<file path="src/rtl/delay_scheduler.sv">
// Round-robin arbiter handing one shared flexcounter to NREQ delay requesters.
// Optional DELAY_SCHED_CANCEL_EN: owner dropping req during RUN aborts its job.
module delay_scheduler #(
  parameter int NREQ       = 4,
  parameter int COUNTWIDTH = 16
) (
  input  logic                       clk,
  input  logic                       RST,
  input  logic [NREQ-1:0]            req,
  input  logic [NREQ*COUNTWIDTH-1:0] delay,
  output logic [NREQ-1:0]            grant,
  output logic [NREQ-1:0]            done,
  output logic                       busy,
  output logic                       cnt_en,
  output logic [COUNTWIDTH-1:0]      cnt_max,
  input  logic                       cnt_strobe
);

  localparam int IW = (NREQ > 1) ? $clog2(NREQ) : 1;

  typedef enum logic [1:0] {
    IDLE,
    RUN,
    DONE
  } state_t;

  state_t                state, state_nx;
  logic [IW-1:0]         owner, owner_nx;
  logic [IW-1:0]         last, last_nx;
  logic [IW-1:0]         win;
  logic                  win_ok;
  logic [COUNTWIDTH-1:0] lat, lat_nx;
  logic [COUNTWIDTH-1:0] win_delay;

  // first pending requester strictly after the previous owner
  always_comb begin
    int idx;
    idx    = 0;
    win    = '0;
    win_ok = 1'b0;
    for (int i = 1; i <= NREQ; i++) begin
      idx = int'(last) + i;
      if (idx >= NREQ) idx = idx - NREQ;
      if (!win_ok && req[IW'(idx)]) begin
        win    = IW'(idx);
        win_ok = 1'b1;
      end
    end
  end

  always_comb begin
    win_delay = '0;
    for (int i = 0; i < NREQ; i++) begin
      if (win == IW'(i)) win_delay = delay[i*COUNTWIDTH +: COUNTWIDTH];
    end
  end

  always_comb begin
    state_nx = state;
    owner_nx = owner;
    last_nx  = last;
    lat_nx   = lat;
    unique case (state)
      IDLE: begin
        if (win_ok) begin
          state_nx = RUN;
          owner_nx = win;
          lat_nx   = win_delay;
        end
      end
      RUN: begin
`ifdef DELAY_SCHED_CANCEL_EN
        if (!req[owner]) begin
          state_nx = IDLE;
          last_nx  = owner;
        end else if (cnt_strobe) begin
          state_nx = DONE;
        end
`else
        if (cnt_strobe) state_nx = DONE;
`endif
      end
      DONE: begin
        state_nx = IDLE;
        last_nx  = owner;
      end
      default: state_nx = IDLE;
    endcase
  end

  always_ff @(posedge clk or posedge RST) begin
    if (RST) begin
      state <= IDLE;
      owner <= '0;
      last  <= IW'(NREQ - 1);
      lat   <= '0;
    end else begin
      state <= state_nx;
      owner <= owner_nx;
      last  <= last_nx;
      lat   <= lat_nx;
    end
  end

  always_comb begin
    grant   = '0;
    done    = '0;
    busy    = (state != IDLE);
    cnt_en  = (state == RUN);
    cnt_max = '0;
    if (state != IDLE) grant = NREQ'(1) << owner;
    if (state == DONE) done = NREQ'(1) << owner;
    if (state == RUN) cnt_max = lat;
  end

endmodule

</file>
<file path="config.mk">
export PLATFORM = sky130hd
export DESIGN_NAME = delay_scheduler
export DESIGN_NICKNAME = d
export VERILOG_FILES = /design/src/rtl/delay_scheduler.sv
export SDC_FILE = /design/constraint.sdc
export NUM_CORES = 1
export LEC_CHECK = 0
export BUFFER_PORTS_ARGS = -buffer_cell sky130_fd_sc_hd__buf_2
export CORE_MARGIN = 2
export CORE_UTILIZATION = 40
export DETAILED_ROUTE_END_ITERATION = 6
export PLACE_DENSITY = 0.85
export SLEW_MARGIN = 0
export SYNTH_ARGS = -nofsm -noshare
export SYNTH_HDL_FRONTEND = slang
export SYNTH_SLANG_ARGS = --single-unit
</file>
<file path="constraint.sdc">
create_clock -name clk -period 4.4 [get_ports clk]
set_input_delay 0.44 -clock clk [delete_from_list [all_inputs] [get_ports clk]]
set_output_delay 0.44 -clock clk [all_outputs]
set_load 0.01 [all_outputs]
</file>
==> results of run 1 <==
[cells in the mapped netlist (3+ instances only)]
cell type,n,area share (%)
nor2_1,8,1.9
and2_1,17,6.8
o221ai_2,10,9.7
mux2i_1,32,21
dfrtp_1,20,32
inv_1,4,0.97
nand2_1,21,5.1
o221ai_1,6,3.4
buf_6,3,2.2
clkbuf_1,4,0.97
buf_2,3,0.97
nand2b_1,6,2.4
[path summary, 6_finish.rpt]
| path | to |
|---|---|
| max reg2reg | lat[5] |
| max | lat[5] |
| min reg2reg | lat[9] |
| min in group clk | state[0] |
| min | lat[8] |
| max in group asynchronous | lat[6] |
[layout make-up]
type | instances | share of cell area (%)
Sequential cell | 22 | 26.3
Inverter | 4 | 0.715
Timing Repair Buffer | 98 | 23.6
Clock buffer | 4 | 2.62
Multi-Input combinational cell | 117 | 43.9
Tap cell | 48 | 2.86
[power groups by stage]
stage / registers, uW / clock network (uW) / logic, uW
floorplan: 358 / 0 / 572
finish: 370 / 144 / 741
detailed placement: 376 / 0 / 750
CTS: 371 / 147 / 754
global route: 385 / 158 / 823
global placement: 371 / 0 / 730
[cell usage in the layout (no fill, tap or decap), drive strengths merged]
cell type,n
nand2,21
dfstp,2
mux2,2
a21bo,1
nor3,2
clkbuf,4
a21oi,2
nand2b,6
and2,17
nor2b,2
o41ai,1
dfrtp,20
o21ai,4
o221ai,16
a221oi,1
buf,98
nor2,8
a311oi,1
or2,1
mux2i,32
inv,4
[cell families (layout without fill, tap and decap cells)]
logic type / count (synthesis) / count (layout) / share of synthesized area, %
AND/OR/NAND/NOR: 57 / 57 / 18.1
AO/OA/AOI/OAI: 26 / 26 / 18.7
buffers and inverters: 15 / 106 / 5.55
flip-flops: 22 / 22 / 35.6
multiplexers: 34 / 34 / 22.1
[sequential cells by signal, indices dropped and copies added (netlist names)]
register  count
state         2
last          2
owner         2
lat          16
[per-layer routing]
layer	routed length [um]	up-vias	track usage, %
li1	-	731	-
met1	1600	703	21.2
met2	2010	64	35.4
met3	279	4	2.90
met4	25	0	3.32
met5	0	-	0
[through the flow]
step / hold WS [ns] / worst slack, ns
2_1_floorplan: 0.428 / 2.53
3_3_place_gp: 0.460 / 1.69
3_5_place_dp: 0.463 / 1.61
4_1_cts: 0.386 / 1.64
5_1_grt: 0.408 / 1.54
6_report: 0.342 / 1.69
==> results.toml, run 1 <==
[timing]
slew_viol_final = 0
maxSlewHeadroom_pct = 21.7
fmax_ghz = 0.369
final.period_utilization_pct = 61.6
grt_setup_unrepaired = "false"
hold_violations = 0
fin_crit_ns = 2.71
worst_slew_pin_slew_ns = 1.17
tns_ns = 0
fin_skew_ns = 0.00463
finalSetupViolations = 0

[power]
sw_frac_of_total_pct = 42.2
ir_drop_uv = 231
combPwrFrac_pct = 59.0
power_uw = 1260
p_int_uw = 726
p_seq_share_pct = 29.5
power_leakage_uw = 0.00112
switchingPower_uw = 530
p_per_area_nw_per_um2 = 598
power.share.clock_pct = 11.5

[layout]
diodes = 0
area_growth_pct = 35.2
final_util_pct = 57.0
multi_input_area_um2 = 922
instances_no_fill = 293
final_area_um2 = 2100
nNetsFinal = 317
fill_cells = 360
regArea_um2 = 553
drive_above_1_share_pct = 48.6

[yosys]
synthCells = 154
netlist_area_um2 = 1550
synth_seq_cells = 22
synth_edf_count = 0
yosysSeqAreaShare_pct = 35.6
ys_warn_count = 0
synthArstFlopShare_pct = 100
post_synth_num_cell_types = 26
syn_avg_cell_area_um2 = 10.1
synth_fp_nets = 225
ys.flop_type = "dfrtp_1"

[drt]
routedWlPerCell_um = 13.3
ant_nets = 0
drt_iter0_drc = 83
via_count = 1502
drt_first_pass_iters = 4
drt_wl_total_um = 3910
vias_per_cell = 5.13
route.detailed.drc = 0

[worst_hold_path]
hold_class = "in -> async"

[worst_setup_path]
critical_path_class = "reg -> reg"
critPathCaptureType = "register"
crit_fanout = 19
rr_worst_depth = 6
r2r_start = "last[1]"
worstSetupPathDepth = 6
startpoint_type = "register"
path_buf_inv = 1
arrival_ns = 2.81
cp_top_family = "compound AO/OA/AOI/OAI gates"
path_cells = "a21bo_1, a21oi_2, a311oi_4, buf_4, mux2i_1, o221ai_2"
max_stage_delay_ns = 0.87
r2r_setup_slack_ns = 1.69
cp_slowest_cell = "a311oi_4"
critPathLaunch = "last[1]"
crit_required_ns = 4.51

[placed_design]
dpl.hpwl_um = 2960
place_area_um2 = 2050
gp_routability_congestion = 0.780
portBuffers = 96
dp_cells = 289

[clocking]
cts_num_sinks = 22
cts_resized = 0
numCtsBuffers = 3
cts_setup_buffers = 0
cts_tree = "done"
clk_pin_slew_ns = 0.08
cts_hold_buf = 0
cts_root_buf = "clkbuf_8"
cts_buffer_depth = 2
htree_num_levels = 1
clk_latency_ns = 0.26

[global_routing]
grt_use_total_pct = 18.4
overflow = 0
grt_max_degree = 23
grt_first_pass_wirelength_um = 6360
antenna_found_initial = 0
grt_pass1_vias = 1511

[floorplan]
die-area_um2 = 4400
die_y_um = 66.3
core_area_um2 = 3690
ioPinCount = 97
start_util_pct = 42.1
rows = 22
die_width_um = 66.3

[outcome]
status = "completed"

[run]
maxCapViolCount = 0
Power figures use the tool's default switching activity.
==> inputs of run 2 (changes only) <==
clock period = 2.5 ns   (was 4.4 ns; I/O delays follow)
==> run 2 against run 1 <==
Net effect: clock power rose by 44%; flip-flop and latch count is the same; sequential power up 78%; fmax up 37%; highest routed layer unchanged.
==> results.toml, run 2 (synthesized netlist as in run 1, its figures left out) <==
[worst_setup_path]
r2r_start = "last[1]"
cp_slowest_cell = "dfstp_2"
max_stage_delay_ns = 0.59
cp_top_family = "compound AO/OA/AOI/OAI gates"
startpoint_type = "register"
path_buf_inv = 1
critPathCaptureType = "register"
crit_fanout = 19
arrival_ns = 2.11
r2r_setup_slack_ns = 0.52
rr_worst_depth = 6
critical_path_class = "reg -> reg"
r2r_end = "lat[5]"
path_cells = "a21bo_1, a21oi_2, a311oi_4, buf_4, mux2i_1, o221ai_2"
crit_required_ns = 2.63

[power]
p_int_uw = 1290
power.share.clock_pct = 9.5
p_seq_share_pct = 29.9
combPwrFrac_pct = 60.6
switchingPower_uw = 915
power_leakage_uw = 0.00113
sw_frac_of_total_pct = 41.6
p_per_area_nw_per_um2 = 1040
ir_drop_uv = 511

[clocking]
cts_setup_buffers = 0
clk_pin_slew_ns = 0.07
cts_hold_buf = 0
cts_root_buf = "clkbuf_8"
cts_num_sinks = 22
cts_tree = "done"
clk_latency_ns = 0.25
cts_buffer_depth = 2
htree_num_levels = 1
numCtsBuffers = 3
cts_resized = 0

[layout]
largest_register = "lat"
largest_reg_flops = 16
diodes = 0
drive_above_1_share_pct = 49.4
instances_no_fill = 297
most-common-layout-cells = "96 x buf_2, 32 x mux2i_1, 21 x nand2_1"
area_growth_pct = 36.7
nNetsFinal = 322
final_common_cell = "buf_2"

[placed_design]
portBuffers = 96
gp_routability_congestion = 0.748
dp_cells = 294
dpl.hpwl_um = 3100

[timing]
maxSlewHeadroom_pct = 45.4
grt_setup_unrepaired = "false"
slew_viol_final = 0
fmax_ghz = 0.504
finalSetupViolations = 0
fin_crit_ns = 1.98
tns_ns = 0
fin_skew_ns = 0.00110
hold_violations = 0
worst_slew_pin_slew_ns = 0.818
final.period_utilization_pct = 79.3

[worst_hold_path]
hold_class = "in -> async"

[floorplan]
ioPinCount = 97
die-area_um2 = 4400
rows = 22
start_util_pct = 42.1
core_area_um2 = 3690
die_y_um = 66.3
die_width_um = 66.3

[global_routing]
grt_max_degree = 23
grt_first_pass_wirelength_um = 6200
grt_use_total_pct = 17.8
overflow = 0
antenna_found_initial = 0
grt_pass1_vias = 1477

[run]
maxCapViolCount = 0

[drt]
routedWlPerCell_um = 12.8
drt_first_pass_iters = 4
drt_wl_total_um = 3790
drt_iter0_drc = 42
via_count = 1504
route.detailed.drc = 0
ant_nets = 0
vias_per_cell = 5.06

[outcome]
status = "completed"
## run 2: through the flow
stage | worst slack, ns | util (%) | instance area (um^2) | hold slack [ns] | power, uW
5_1_grt | 0.374 | 57.6 | 2120 | 0.221 | 2390
2_1_floorplan | 0.629 | - | 1550 | 0.238 | 1640
3_3_place_gp | 0.521 | 56.5 | 2080 | 0.446 | 1990
6_report | 0.517 | 57.6 | 2120 | 0.148 | 2200
3_5_place_dp | 0.499 | 56.5 | 2080 | 0.451 | 2030
4_1_cts | 0.488 | 57.6 | 2120 | 0.180 | 2240
## run 2: routing by layer
metal | up-vias | track usage, % | wire length [um]
met5 | - | 0 | 0
met1 | 699 | 21.3 | 1530
met3 | 2 | 2.21 | 220
li1 | 745 | - | -
met2 | 58 | 34.1 | 2030
met4 | 0 | 2.55 | 16
## run 2: final cells by class
cell class / count / area (um^2)
tap: 48 / 60.1
timing repair buffer: 103 / 533
multi-input combinational: 117 / 922
clock buffer: 3 / 41.3
inverter: 4 / 15.0
sequential: 22 / 553
fill: 372 / 1560
## run 2: power groups by stage
| stage | clock, uW | combinational, uW | sequential [uW] |
|---|---|---|---|
| finish | 208 | 1340 | 659 |
| global route | 226 | 1480 | 689 |
| CTS | 216 | 1370 | 661 |
| detailed placement | 0 | 1360 | 666 |
| global placement | 0 | 1330 | 658 |
| floorplan | 0 | 1010 | 630 |
## run 2: worst max path at each step
stage / from / endpoint / cells after the start
after floorplan: last[1] / lat[14] / 6
after detailed placement: last[1] / lat[11] / 6
after global routing: last[1] / lat[7] / 6
final: last[1] / lat[5] / 6
after CTS: last[1] / lat[11] / 6
after global placement: last[1] / lat[5] / 6
